**config.mk**
```make
export PLATFORM = sky130hd
export DESIGN_NAME = uart_rx_ctrl_flat
export DESIGN_NICKNAME = d
export VERILOG_FILES = /design/src/rtl/uart_rx_ctrl_if.sv /design/src/rtl/uart_rx_ctrl.sv /design/src/flat_wrapper.sv
export SDC_FILE = /design/constraint.sdc
export NUM_CORES = 1
export LEC_CHECK = 0
export CAP_MARGIN = 10
export CELL_PAD_IN_SITES_DETAIL_PLACEMENT = 1
export CELL_PAD_IN_SITES_GLOBAL_PLACEMENT = 1
export CORE_UTILIZATION = 45
export CTS_BUF_LIST = sky130_fd_sc_hd__clkbuf_8
export DETAILED_ROUTE_END_ITERATION = 7
export GPL_TIMING_DRIVEN = 0
export PLACE_DENSITY_LB_ADDON = 0.25
export SYNTH_ARGS = -nofsm -noshare
export SYNTH_HDL_FRONTEND = slang
export SYNTH_SLANG_ARGS = --single-unit
```
**constraint.sdc**
```tcl
create_clock -name clk_rx -period 3.43 [get_ports clk_rx]
set_input_delay 0.8575 -clock clk_rx [delete_from_list [all_inputs] [get_ports clk_rx]]
set_output_delay 0.8575 -clock clk_rx [all_outputs]
set_load 0.03 [all_outputs]
```
**src/rtl/uart_rx_ctrl_if.sv**
```systemverilog
// Host read port of the UART receive buffer: first-word fall-through head
// with a valid/ready handshake.
interface uart_rx_ctrl_if;
  logic       rd_valid;
  logic       rd_ready;
  logic [7:0] rd_data;
  logic       rd_err;

  modport master (output rd_valid, output rd_data, output rd_err, input rd_ready);
  modport slave  (input rd_valid, input rd_data, input rd_err, output rd_ready);
endinterface

```
**src/rtl/uart_rx_ctrl.sv**
```systemverilog
// UART receiver controller: gated configuration hand-off, byte capture into a
// first-word fall-through FIFO, overrun tracking, threshold/timeout interrupts.
module uart_rx_ctrl #(
  parameter int DEPTH   = 16,
  parameter int AW      = 4,
  parameter int THRESH  = 8,
  parameter int TIMEOUT = 4096
) (
  input  logic          clk_rx,
  input  logic          rst,
  input  logic          cfg_wr,
  input  logic [1:0]    cfg_baud_sel,
  input  logic [4:0]    cfg_lcr,
  output logic          cfg_busy,
  output logic [1:0]    baud_sel,
  output logic [4:0]    line_control_reg,
  output logic          rx_clr,
  input  logic          rx_active,
  input  logic          rx_done,
  input  logic [7:0]    rx_data,
  input  logic          rx_corrupt,
  uart_rx_ctrl_if.master rd,
  output logic [AW:0]   fifo_count,
  output logic          overrun,
  input  logic          clr_overrun,
  output logic          irq_thresh,
  output logic          irq_timeout
);

  localparam int            TW         = $clog2(TIMEOUT + 1);
  localparam logic [AW:0]   FULL_CNT   = (AW + 1)'(DEPTH);
  localparam logic [AW:0]   THRESH_CNT = (AW + 1)'(THRESH);
  localparam logic [TW-1:0] TMO_MAX    = TW'(TIMEOUT);
  localparam logic [4:0]    LCR_RESET  = 5'b00011;

  typedef enum logic [1:0] {CFG_IDLE, CFG_WAIT, CFG_APPLY} cfg_state_t;

  cfg_state_t state_reg, state_next;
  logic [1:0] baud_reg, shadow_baud_reg;
  logic [4:0] lcr_reg, shadow_lcr_reg;
  logic       cfg_apply;
  logic       apply_d_reg;

  // ---------------- configuration FSM ----------------
  always_ff @(posedge clk_rx) begin
    if (rst) state_reg <= CFG_IDLE;
    else     state_reg <= state_next;
  end

  always_comb begin
    state_next = state_reg;
    case (state_reg)
      CFG_IDLE:  if (cfg_wr)     state_next = CFG_WAIT;
      CFG_WAIT:  if (!rx_active) state_next = CFG_APPLY;
      CFG_APPLY: state_next = CFG_IDLE;
      default:   state_next = CFG_IDLE;
    endcase
  end

  always_comb begin
    cfg_busy  = 1'b0;
    rx_clr    = 1'b0;
    cfg_apply = 1'b0;
    case (state_reg)
      CFG_WAIT:  cfg_busy = 1'b1;
      CFG_APPLY: begin
        cfg_busy  = 1'b1;
        rx_clr    = 1'b1;
        cfg_apply = 1'b1;
      end
      default: ;
    endcase
  end

  always_ff @(posedge clk_rx) begin
    if (rst) begin
      shadow_baud_reg <= 2'b00;
      shadow_lcr_reg  <= LCR_RESET;
      baud_reg        <= 2'b00;
      lcr_reg         <= LCR_RESET;
      apply_d_reg     <= 1'b0;
    end else begin
      if (state_reg == CFG_IDLE && cfg_wr) begin
        shadow_baud_reg <= cfg_baud_sel;
        shadow_lcr_reg  <= cfg_lcr;
      end
      if (cfg_apply) begin
        baud_reg <= shadow_baud_reg;
        lcr_reg  <= shadow_lcr_reg;
      end
      apply_d_reg <= cfg_apply;
    end
  end

  assign baud_sel         = baud_reg;
  assign line_control_reg = lcr_reg;

  // ---------------- rx_done synchroniser and rise detect ----------------
  // Stages 0/1 synchronise, stage 2 holds the previous synchronised level.
  logic done_pipe_reg [3];

  generate
    for (genvar gi = 0; gi < 3; gi++) begin : g_done_pipe
      if (gi == 0) begin : g_first
        always_ff @(posedge clk_rx) begin
          if (rst) done_pipe_reg[gi] <= 1'b0;
          else     done_pipe_reg[gi] <= rx_done;
        end
      end else begin : g_rest
        always_ff @(posedge clk_rx) begin
          if (rst) done_pipe_reg[gi] <= 1'b0;
          else     done_pipe_reg[gi] <= done_pipe_reg[gi-1];
        end
      end
    end
  endgenerate

  logic       push_req;
  logic [8:0] push_word;

  // The receiver holds its data while rx_done is high, so the byte is taken
  // directly from the port on the rise-detect cycle.
  assign push_req  = done_pipe_reg[1] & ~done_pipe_reg[2] & ~cfg_apply & ~apply_d_reg;
  assign push_word = {rx_corrupt, rx_data};

  // ---------------- FIFO ----------------
  logic [8:0]    mem [DEPTH];
  logic [AW-1:0] wr_ptr_reg, rd_ptr_reg, rd_addr_next;
  logic [AW:0]   count_reg;
  logic [8:0]    head_reg;
  logic          full, pop, wr_en, overrun_evt;
  logic          overrun_reg;
  logic [TW-1:0] tmo_reg;

  assign full         = (count_reg == FULL_CNT);
  assign rd.rd_valid  = (count_reg != '0);
  assign pop          = rd.rd_valid & rd.rd_ready;
  assign wr_en        = push_req & (~full | pop);
  assign overrun_evt  = push_req & full & ~pop;
  assign rd_addr_next = pop ? rd_ptr_reg + AW'(1) : rd_ptr_reg;

  always_ff @(posedge clk_rx) begin
    if (wr_en) mem[wr_ptr_reg] <= push_word;
  end

  // Head register: registered read of the next head slot, bypassing the
  // incoming word when it becomes the head in the same cycle.
  always_ff @(posedge clk_rx) begin
    if (rst)                                  head_reg <= '0;
    else if (wr_en && wr_ptr_reg == rd_addr_next) head_reg <= push_word;
    else                                      head_reg <= mem[rd_addr_next];
  end

  always_ff @(posedge clk_rx) begin
    if (rst) begin
      wr_ptr_reg <= '0;
      rd_ptr_reg <= '0;
      count_reg  <= '0;
    end else begin
      if (wr_en) wr_ptr_reg <= wr_ptr_reg + AW'(1);
      rd_ptr_reg <= rd_addr_next;
      case ({wr_en, pop})
        2'b10:   count_reg <= count_reg + (AW + 1)'(1);
        2'b01:   count_reg <= count_reg - (AW + 1)'(1);
        default: count_reg <= count_reg;
      endcase
    end
  end

  assign rd.rd_data = rd.rd_valid ? head_reg[7:0] : 8'h00;
  assign rd.rd_err  = rd.rd_valid ? head_reg[8]   : 1'b0;
  assign fifo_count = count_reg;

  // ---------------- overrun and interrupts ----------------
  always_ff @(posedge clk_rx) begin
    if (rst)              overrun_reg <= 1'b0;
    else if (overrun_evt) overrun_reg <= 1'b1;
    else if (clr_overrun) overrun_reg <= 1'b0;
  end

  always_ff @(posedge clk_rx) begin
    if (rst)                                   tmo_reg <= '0;
    else if (wr_en || pop || count_reg == '0)  tmo_reg <= '0;
    else if (tmo_reg != TMO_MAX)               tmo_reg <= tmo_reg + TW'(1);
  end

  assign overrun     = overrun_reg;
  assign irq_thresh  = (count_reg >= THRESH_CNT);
  assign irq_timeout = (tmo_reg == TMO_MAX);

endmodule

```
**src/flat_wrapper.sv**
```systemverilog
// flat-port wrapper written by rule: the top's interface ports become plain ports
module uart_rx_ctrl_flat 
#(
  parameter int DEPTH   = 16,
  parameter int AW      = 4,
  parameter int THRESH  = 8,
  parameter int TIMEOUT = 4096
)
  (clk_rx, rst, cfg_wr, cfg_baud_sel, cfg_lcr, cfg_busy, baud_sel, line_control_reg, rx_clr, rx_active, rx_done, rx_data, rx_corrupt, fifo_count, overrun, clr_overrun, irq_thresh, irq_timeout, rd_rd_valid, rd_rd_data, rd_rd_err, rd_rd_ready);
  uart_rx_ctrl_if rd_i ();
  input  logic clk_rx;
  input  logic rst;
  input  logic cfg_wr;
  input  logic [1:0] cfg_baud_sel;
  input  logic [4:0] cfg_lcr;
  output logic cfg_busy;
  output logic [1:0] baud_sel;
  output logic [4:0] line_control_reg;
  output logic rx_clr;
  input  logic rx_active;
  input  logic rx_done;
  input  logic [7:0] rx_data;
  input  logic rx_corrupt;
  output logic [AW:0] fifo_count;
  output logic overrun;
  input  logic clr_overrun;
  output logic irq_thresh;
  output logic irq_timeout;
  output wire logic [$bits(rd_i.rd_valid)-1:0] rd_rd_valid;
  output wire logic [$bits(rd_i.rd_data)-1:0] rd_rd_data;
  output wire logic [$bits(rd_i.rd_err)-1:0] rd_rd_err;
  input wire logic [$bits(rd_i.rd_ready)-1:0] rd_rd_ready;
  assign rd_rd_valid = rd_i.rd_valid;
  assign rd_rd_data = rd_i.rd_data;
  assign rd_rd_err = rd_i.rd_err;
  assign rd_i.rd_ready = rd_rd_ready;
  uart_rx_ctrl #(.DEPTH(DEPTH), .AW(AW), .THRESH(THRESH), .TIMEOUT(TIMEOUT)) u_core (.clk_rx(clk_rx), .rst(rst), .cfg_wr(cfg_wr), .cfg_baud_sel(cfg_baud_sel), .cfg_lcr(cfg_lcr), .cfg_busy(cfg_busy), .baud_sel(baud_sel), .line_control_reg(line_control_reg), .rx_clr(rx_clr), .rx_active(rx_active), .rx_done(rx_done), .rx_data(rx_data), .rx_corrupt(rx_corrupt), .rd(rd_i), .fifo_count(fifo_count), .overrun(overrun), .clr_overrun(clr_overrun), .irq_thresh(irq_thresh), .irq_timeout(irq_timeout));
endmodule
```
Word level (Yosys, flattened, before mapping)
Memory sizes are Yosys's and may differ from the RTL's. A register that Yosys moved wholly into a read port is not among the register bits.
Index checks and enable logic that the tools add are counted.

storage, ports and cells
  bits in registers = 44
  RAM bits = 147
  input bits = 23
  output and inout bits = 27
  word-level logic and storage cells = 74
  memories = 2

cells by class
  $add $sub $neg = 5
  order comparisons = 1
  eq/ne operators = 9
  muxes and demuxes = 19
  bitwise gates (word level) = 16
  reduce and logical (&&, ||, !) cells = 11

memory list
  memory                depth  width  read ports  clocked after Yosys merged registers in  wr ports  line                 source
  u_core.mem            16     9      1           1                                        1         uart_rx_ctrl.sv:127  logic [8:0] mem [DEPTH];
  u_core.done_pipe_reg  3      1      3           0                                        3         uart_rx_ctrl.sv:100  logic done_pipe_reg [3];

operators by type and width
  kind                                                                                  count
  13-bit by 1-bit adder with 13-bit output (second input constant)                      1
  13-bit equality test (second input constant)                                          1
  1-bit 2-to-1 mux                                                                      13
  13-bit inequality test (second input constant)                                        1
  5-bit one-hot mux with 2 select lines                                                 1
  4-bit by 1-bit adder with 4-bit output (second input constant)                        2
  8-bit 2-to-1 mux                                                                      1
  1-bit AND                                                                             7
  5-bit by 1-bit adder with 5-bit output (second input constant)                        1
  5-bit equality test (second input constant)                                           1
  5-bit by 4-bit greater-or-equal comparator with 1-bit output (second input constant)  1
  5-bit logical NOT                                                                     1
  1-bit NOT                                                                             5
  5-bit nonzero test                                                                    1
  5-bit by 1-bit subtractor with 5-bit output (second input constant)                   1
  2-bit by 1-bit equality test with 1-bit output (second input constant)                2
  2-bit equality test (second input constant)                                           2
  2-bit 2-to-1 mux                                                                      2
  4-bit 2-to-1 mux                                                                      1
  2-bit inequality test (second input constant)                                         2
  1-bit OR                                                                              4
  2-bit one-hot mux with 2 select lines                                                 1
  2-bit nonzero test                                                                    2
  2-bit OR reduction                                                                    2
  4 further kinds                                                                       5

Depth between registers and ports, before layout
Gate-level depths: netlist (run 1).

  depth in word-level cells = 9
  mapped depth = 13
  depth with buffers taken out = 11

Least setup slack after synthesis (run 1)
Ideal clock, no wire load.

  path kind = register to register
  start point = register u_core.state_reg[0]
  end point = memory u_core.mem[3][0] (enable)
  setup time = 0.387 ns
  data arrival time = 2.760 ns
  required time = 3.043 ns
  setup slack = 0.284 ns
  stages on the path, launching flop included = 7
  buffers on the path = 0
  period minus slack after synthesis = 3.146 ns
  path through = dfxtp_1 inv_1 ha_1 or4b_2 a31oi_1 nand2_1 nor3_1

on the way
  word-level cells in the longest chain between the ends = 8

ends and longest elaborated chain
  element                                 line                 source
  start, declared                         uart_rx_ctrl.sv:38   cfg_state_t state_reg, state_next;
  start signal, assigned                  uart_rx_ctrl.sv:47   else state_reg <= state_next;
  2-bit equality test                     n/a
  1-bit 2-to-1 mux                        n/a
  named net rx_clr                        flat_wrapper.sv:19   output logic rx_clr;
  1-bit NOT                               uart_rx_ctrl.sv:123  assign push_req = done_pipe_reg[1] & ~done_pipe_reg[2] & ~cfg_apply & ~apply_d_reg;
  1-bit AND (2 in series)                 uart_rx_ctrl.sv:123
  1-bit AND                               uart_rx_ctrl.sv:138  assign wr_en = push_req & (~full | pop);
  1-bit 2-to-1 mux                        uart_rx_ctrl.sv:143  if (wr_en) mem[wr_ptr_reg] <= push_word;
  1-bit 2-to-1 mux (implied by the code)  uart_rx_ctrl.sv:143
  end, declared                           uart_rx_ctrl.sv:127

The timed path passes the listed nets, and every way through them passes these cells.

Final worst setup path (run 1)
  start point = register u_core.count_reg[4] (netlist: u_core.fifo_count[4])
  end point = output port rd_rd_data[3]

on the way
  word-level cells in the longest chain between the ends = 2

ends and longest elaborated chain
  element                 line                 source
  start, declared         uart_rx_ctrl.sv:129  logic [AW:0] count_reg;
  start signal, assigned  uart_rx_ctrl.sv:163  2'b10: count_reg <= count_reg + (AW + 1)'(1);
  start signal, assigned  uart_rx_ctrl.sv:164  2'b01: count_reg <= count_reg - (AW + 1)'(1);
  start signal, assigned  uart_rx_ctrl.sv:165  default: count_reg <= count_reg;
  5-bit nonzero test      uart_rx_ctrl.sv:136  assign rd.rd_valid = (count_reg != '0);
  8-bit 2-to-1 mux        uart_rx_ctrl.sv:170  assign rd.rd_data = rd.rd_valid ? head_reg[7:0] : 8'h00;
  end, declared           flat_wrapper.sv:30   output wire logic [$bits(rd_i.rd_data)-1:0] rd_rd_data;

No other way between the ends.

==> impl_metrics.yaml, run 1 <==
outcome:
  status: "finished clean"
critical_path:
  critPathBufInv: 3
  r2r_setup_slack_ns: 0.21
  crit_family: "buffers and inverters"
  worstPathCellList: "inv_2, nand2_1, clkbuf_2, and2_1, clkdlybuf4s50_1"
  crit_path_max_incr_delay_ns: 0.70
  endpoint_kind: "output port"
  startpoint_type: "register"
  worstPathArrival_ns: 2.40
  slowest_stage: "clkdlybuf4s50_1"
  crit_type: "reg -> out"
  critPathMaxFanout: 10
  crit_required_ns: 2.57
sta:
  slew_viol_final: 0
  period_minus_slack_ns: 3.26
  finClkSkew_ns: 0.0150
  hold_viol_final: 0
  slew_headroom_pct: 36.3
  fin_crit_sh_pct: 95.1
  max_freq_mhz: 307
  setup_viol: 0
  worst_pin_slew_ns: 0.955
  setup_slack_ns: 0.169
  rsz0062_at_grt: "no"
pwr:
  power_density_mw_per_mm2: 630
  internal_power_w: 0.00451
  switching_power_w: 0.00244
  peakVddDrop_uv: 291
  power_frac_clock_pct: 23.1
  power_frac_seq_pct: 40.0
  swShare_pct: 35.1
  p_leak_nw: 3.53
  combPwrFrac_pct: 36.9
logic_synthesis:
  postSynthAreaPerCell_um2: 14.2
  synth_warnings: 0
  ys_types: 64
  synth_cells: 677
  yosys.area.top_type: "edfxtp_1"
  synth_edf_count: 144
  seq_area_frac_synth_pct: 56.8
  synthesis.nets: 716
  ys_ff_latch: 200
  async_flop_share_pct: 0
  synth_flop_cell: "edfxtp_1"
  synth.area.top_cells: "edfxtp_1 45%, mux4_2 13%, dfxtp_1 12%"
  netlist_area_mm2: 0.00959
  synth_top_area_share_pct: 45.1
drt:
  routed_wl_um: 25400
  postRouteAntennaNets: 0
  avgRoutedWirePerCell_um: 24.5
  drt_iter0_markers: 421
  vias: 6288
  route.detailed.drc: 0
  drt-vias-per-instance: 6.06
  drtPass1Iterations: 4
grt:
  grt-busiest-layer: "met2"
  antenna_found_initial: 0
  grt_pass1_vias: 6623
  grt-ovfl-total: 0
  gr-usage-met3_pct: 3.86
  grt.total_usage_pct: 24.0
  grt_pass1_wl_um: 38500
  grt_max_degree: 20
  met2_usage_pct: 41.5
  use_met1_pct: 29.2
worst_hold_path:
  hp-class: "reg -> reg"
cts:
  insertion_delay_ns: 0.49
  htreeDepth: 4
  cts_inserted_buffers: 17
  clk_pin_slew_ns: 0.10
  cts_root_buffer: "clkbuf_8"
  hold_buffers: 0
  clkSinkCount: 200
  clock_path_buffers: 2
  tritoncts: "done"
layout:
  largest_reg_flops: 144
  drive_above_1_share_pct: 20.1
  syn2layout_area_growth_pct: 14.9
  final_net_count: 789
  insertedDiodeCount: 0
  fin_util_pct: 52.6
  fin_area_mm2: 0.0110
floorplan:
  start_util_pct: 45.8
  core-area_mm2: 0.0210
  num_rows: 53
  die_area_mm2: 0.0219
  io_pins: 50
  die_h_um: 148
  dieWidth_um: 148
place:
  finalWeightedCongestion: 0.877
  place_ws_ns: -0.865
  dp.final_hpwl_um: 17500
  port_buffers: 47
  placed_cell_area_mm2: 0.0104
job:
  cap_viol_max_count: 0
## placed cells by master (no fill, tap or decap), types with 10 or more instances in the layout
| master | Yosys | layout |
|---|---|---|
| xor2_1 | 14 | 14 |
| nand2_1 | 21 | 21 |
| clkbuf_8 | 0 | 17 |
| nor2b_1 | 11 | 11 |
| buf_2 | 14 | 13 |
| nand3_1 | 13 | 13 |
| xnor2_1 | 11 | 11 |
| nor2_1 | 60 | 47 |
| dfxtp_1 | 56 | 56 |
| mux2i_1 | 44 | 44 |
| clkbuf_1 | 21 | 20 |
| clkdlybuf4s50_1 | 0 | 46 |
| a211oi_1 | 11 | 11 |
| inv_1 | 12 | 13 |
| ha_1 | 15 | 15 |
| and2_1 | 21 | 21 |
| a221oi_1 | 10 | 10 |
| a21oi_1 | 12 | 12 |
| mux4_2 | 54 | 54 |
| nand3b_1 | 11 | 11 |
| o22ai_1 | 11 | 11 |
| edfxtp_1 | 144 | 144 |
## cell families (layout without fill, tap and decap cells)
family | count (synthesis) | in the layout | share of synthesized area, %
muxes | 100 | 100 | 17.5
AOI/OAI and AO/OA | 104 | 104 | 9.09
adders and majority gates | 16 | 16 | 2.17
and+or+nand+nor | 172 | 172 | 9.35
xor gates and xnor gates | 25 | 25 | 2.28
buffers and inverters | 60 | 146 | 2.80
DFF | 200 | 200 | 56.8
## area by class of cell
class / count / area (µm²)
buffer: 46 / 224
sequential: 200 / 5450
timing repair buffer: 54 / 559
clock buffer: 17 / 234
multi-input combinational: 417 / 3980
clock inverter: 15 / 181
fill: 2073 / 9930
tap: 275 / 344
inverter: 14 / 52.6
## what timing repair did
item / 4_1_cts / 5_1_grt
pin swaps: 1 / 3
buffers inserted: 2 / 5
endpoints found under the setup margin: 156 / 155
endpoints found under the hold margin: 0 / 0
gates resized for setup: 8 / 20
## worst register-to-register path, delay by kind of cell (launching register included)
kind                     cells  cell delay (ns)
AO/OA/AOI/OAI                1             0.39
adder cells (fa/ha/maj)      1             0.25
buffers and inverters        1             0.09
flip-flops                   1             0.37
AND/OR/NAND/NOR              3             1.76
## through the flow
step / TNS (ns) / hold slack (ns) / power (W) / std cells
floorplan: 0 / 0.414 / 0.00450 / 677
global placement: -57.67 / 0.431 / 0.00523 / 999
detailed placement: -53.61 / 0.446 / 0.00531 / 999
CTS: -10.72 / 0.467 / 0.00694 / 1033
global route: 0 / 0.478 / 0.00722 / 1038
finish: 0 / 0.461 / 0.00695 / 1038
## worst paths after layout
check | endpoint | from | depth (start not counted)
min | u_core.done_pipe_reg[1]$_SDFF_PP0_ | u_core.done_pipe_reg[0]$_SDFF_PP0_ | 1
max | rd_rd_data[3] | u_core.fifo_count[4]$_SDFFE_PP0P_ | 5
max reg2reg | u_core.mem[11][3]$_DFFE_PP_ | u_core.state_reg[0]$_SDFFE_PP0P_ | 6
min reg2reg | u_core.done_pipe_reg[1]$_SDFF_PP0_ | u_core.done_pipe_reg[0]$_SDFF_PP0_ | 1
## synth_stat cells, drive strengths merged (10+ instances only)
cell type,instances
nand3,13
a21oi,13
a211oi,11
clkbuf,21
mux2i,44
and2,22
nor2,60
nand3b,11
o22ai,11
xnor2,11
buf,25
dfxtp,56
o31ai,10
mux4,54
inv,14
edfxtp,144
nor2b,11
ha,15
xor2,14
a221oi,10
nand2,21
## power groups by stage
stage	sequential [W]	clock (W)	combinational, W
global placement	0.00282	0	0.00241
finish	0.00278	0.00160	0.00257
floorplan	0.00286	0	0.00164
detailed placement	0.00283	0	0.00247
CTS	0.00278	0.00163	0.00253
global route	0.00280	0.00170	0.00273
## per-layer routing
layer / wire length (µm) / vias to the layer above
met5: 0 / -
met4: 997 / 0
met3: 1110 / 59
met2: 12900 / 211
met1: 10400 / 3237
li1: - / 2781
Note: power is estimated with default switching activity, not from simulation.
==> run 2, diff against run 1 <==
--- a/config.mk
+++ b/config.mk
@@ -5,6 +5,7 @@
 export SDC_FILE = /design/constraint.sdc
 export NUM_CORES = 1
 export LEC_CHECK = 0
+export ABC_AREA = 1
 export CAP_MARGIN = 10
 export CELL_PAD_IN_SITES_DETAIL_PLACEMENT = 1
 export CELL_PAD_IN_SITES_GLOBAL_PLACEMENT = 1
==> run 2 against run 1 <==
Count of clock-buffer cells in the layout up 1. Synthesized area down 5.5%. Core utilization down 0.24 points. Global-route usage up 1.3 points. Largest cell class unchanged.
==> impl_metrics.yaml, run 2 <==
outcome:
  status: "finished clean"
cts:
  cts_inserted_buffers: 17
  post_cts_resized: 0
  post_cts_buffers: 0
  clkSinkCount: 200
  tritoncts: "done"
  htreeDepth: 4
  insertion_delay_ns: 0.48
  hold_buffers: 0
  clock_path_buffers: 2
  cts_root_buffer: "clkbuf_8"
  clk_pin_slew_ns: 0.10
critical_path:
  slowest_stage: "clkdlybuf4s50_1"
  rr_endpoint: "u_core.fifo_count[4]$_SDFFE_PP0P_"
  endpoint_kind: "output port"
  crit_type: "reg -> out"
  worstPathCellList: "nor4_1, nand2_1, nor2_1, clkdlybuf4s50_1"
  reg2regPathDepth: 14
  cp.depth: 4
  critPathLaunch: "u_core.tmo_reg[5]$_SDFFE_PP0N_"
  critPathBufInv: 1
  worstPathArrival_ns: 2.31
  reg2reg_from: "u_core.state_reg[0]$_SDFFE_PP0P_"
  crit_path_max_incr_delay_ns: 0.75
  critPathMaxFanout: 6
  crit_family: "simple AND/OR/NAND/NOR gates"
  crit_required_ns: 2.57
  crit_path_end: "irq_timeout"
  r2r_setup_slack_ns: 0.45
  startpoint_type: "register"
logic_synthesis:
  synthMostInstantiatedCell: "nand3_1"
  synth_flop_cell: "edfxtp_1"
  synth_compound_area_share_pct: 3.51
  synthesis.nets: 990
  synth.area.top_cells: "edfxtp_1 48%, dfxtp_1 12%, nand3_1 10%"
  synth_top_area_share_pct: 47.7
  synth_simple_gate_area_share_pct: 23.9
  synth-xor-area-share_pct: 0.483
  yosys.area.top_type: "edfxtp_1"
  synth_edf_count: 144
  synth_warnings: 0
  seq_area_frac_synth_pct: 60.1
  synth-adder-area-share_pct: 2.29
  netlist_area_mm2: 0.00906
  synth_common_cells: "184 x nand3_1, 170 x inv_1, 144 x edfxtp_1, 136 x nand2_1, 81 x nor2_1"
  postSynthAreaPerCell_um2: 9.53
  synth_top_family_by_area: "simple AND/OR/NAND/NOR gates"
  synth_cells: 951
  ys_ff_latch: 200
  ys_types: 37
  synth.area.mux_share_pct: 0
  async_flop_share_pct: 0
worst_hold_path:
  hp-class: "reg -> reg"
  hold_path_depth: 2
drt:
  routed_wl_um: 24300
  drt-vias-per-instance: 5.27
  postRouteAntennaNets: 0
  drt_iter0_markers: 374
  avgRoutedWirePerCell_um: 18.7
  route.detailed.drc: 0
  drtPass1Iterations: 5
  vias: 6831
grt:
  grt.total_usage_pct: 25.3
  grt_pass1_wl_um: 37900
  grt-ovfl-total: 0
  grt_pass1_vias: 6779
  antenna_found_initial: 0
  grt_max_degree: 18
place:
  dp.final_hpwl_um: 17000
  finalWeightedCongestion: 0.839
  place_ws_ns: -0.0192
  place_inst: 1265
  port_buffers: 49
sta:
  slew_viol_final: 0
  slew_headroom_pct: 25.1
  period_minus_slack_ns: 3.16
  setup_viol: 0
  max_freq_mhz: 316
  rsz0062_at_grt: "no"
  fin_crit_sh_pct: 92.3
  fin_tns_setup_ns: 0
  setup_slack_ns: 0.266
  hold_viol_final: 0
  finClkSkew_ns: 0.0160
  worst_pin_slew_ns: 1.12
layout:
  insertedDiodeCount: 0
  stdcell_count: 1296
  largest_reg_flops: 144
  final_net_count: 1057
  most-common-layout-cells: "184 x nand3_1, 173 x inv_1, 144 x edfxtp_1"
  final_common_cell: "nand3_1"
  syn2layout_area_growth_pct: 13.2
  drive_above_1_share_pct: 7.08
floorplan:
  die_area_mm2: 0.0207
  num_rows: 51
  start_util_pct: 46.3
  io_pins: 50
  dieWidth_um: 144
  die_h_um: 144
  core-area_mm2: 0.0196
job:
  cap_viol_max_count: 0
pwr:
  peakVddDrop_uv: 385
  p_leak_nw: 4.31
  power_density_mw_per_mm2: 783
run 2: worst min-delay path by stage:
stage | to | start
2_1_floorplan | u_core.done_pipe_reg[1]$_SDFF_PP0_ | u_core.done_pipe_reg[0]$_SDFF_PP0_
3_3_place_gp | u_core.done_pipe_reg[1]$_SDFF_PP0_ | u_core.done_pipe_reg[0]$_SDFF_PP0_
3_5_place_dp | u_core.done_pipe_reg[1]$_SDFF_PP0_ | u_core.done_pipe_reg[0]$_SDFF_PP0_
4_1_cts | u_core.done_pipe_reg[1]$_SDFF_PP0_ | u_core.done_pipe_reg[0]$_SDFF_PP0_
5_1_grt | u_core.done_pipe_reg[1]$_SDFF_PP0_ | u_core.done_pipe_reg[0]$_SDFF_PP0_
6_report | u_core.done_pipe_reg[1]$_SDFF_PP0_ | u_core.done_pipe_reg[0]$_SDFF_PP0_
run 2: metrics by stage:
| stage | area (µm²) | utilization, % | hold WS, ns | power, W |
|---|---|---|---|---|
| floorplan | 9060 | - | 0.388 | 0.00527 |
| global placement | 9880 | 50.5 | 0.394 | 0.00649 |
| detailed placement | 9880 | 50.5 | 0.403 | 0.00659 |
| CTS | 10300 | 52.4 | 0.418 | 0.00807 |
| global route | 10300 | 52.4 | 0.438 | 0.00851 |
| finish | 10300 | 52.4 | 0.417 | 0.00803 |
run 2: cells by family (layout without fill, tap and decap cells):
kind of cell,Yosys count,in the layout
simple gates,456,456
fa+ha+maj,16,16
compound gates,59,59
flops,200,200
buf+inv,215,295
xor+xnor,5,5
run 2: cell type report:
type | instances | area (µm²)
clock inverters | 14 | 131
multi-input cells | 536 | 2730
well taps | 265 | 332
plain buffers | 40 | 226
inverters | 174 | 654
flip-flops and latches | 200 | 5450
fillers | 2297 | 9330
repair buffers | 49 | 490
clock buffers | 18 | 248
run 2: tightest hold or removal path: cells and delay by family (launching register included):
kind | cells | cell delay, ns
flops | 1 | 0.31
simple gates | 1 | 0.03
buf+inv | 1 | 0.04
run 2: where the power goes:
group          switching, W  total (W)  leakage, nW  internal, W
Clock              0.000825    0.00149        0.212     0.000663
Sequential        0.0000961    0.00285         1.75      0.00275
Combinational       0.00251    0.00370         2.35      0.00119
Total               0.00343    0.00803         4.31      0.00460
run 2: layer usage:
layer | vias to the layer above | global-route usage [%] | wire (µm)
li1 | 3260 | - | -
met1 | 3324 | 31.7 | 10400
met2 | 197 | 42.3 | 11700
met3 | 50 | 4.40 | 1240
met4 | 0 | 12.0 | 886
met5 | - | 0 | 0
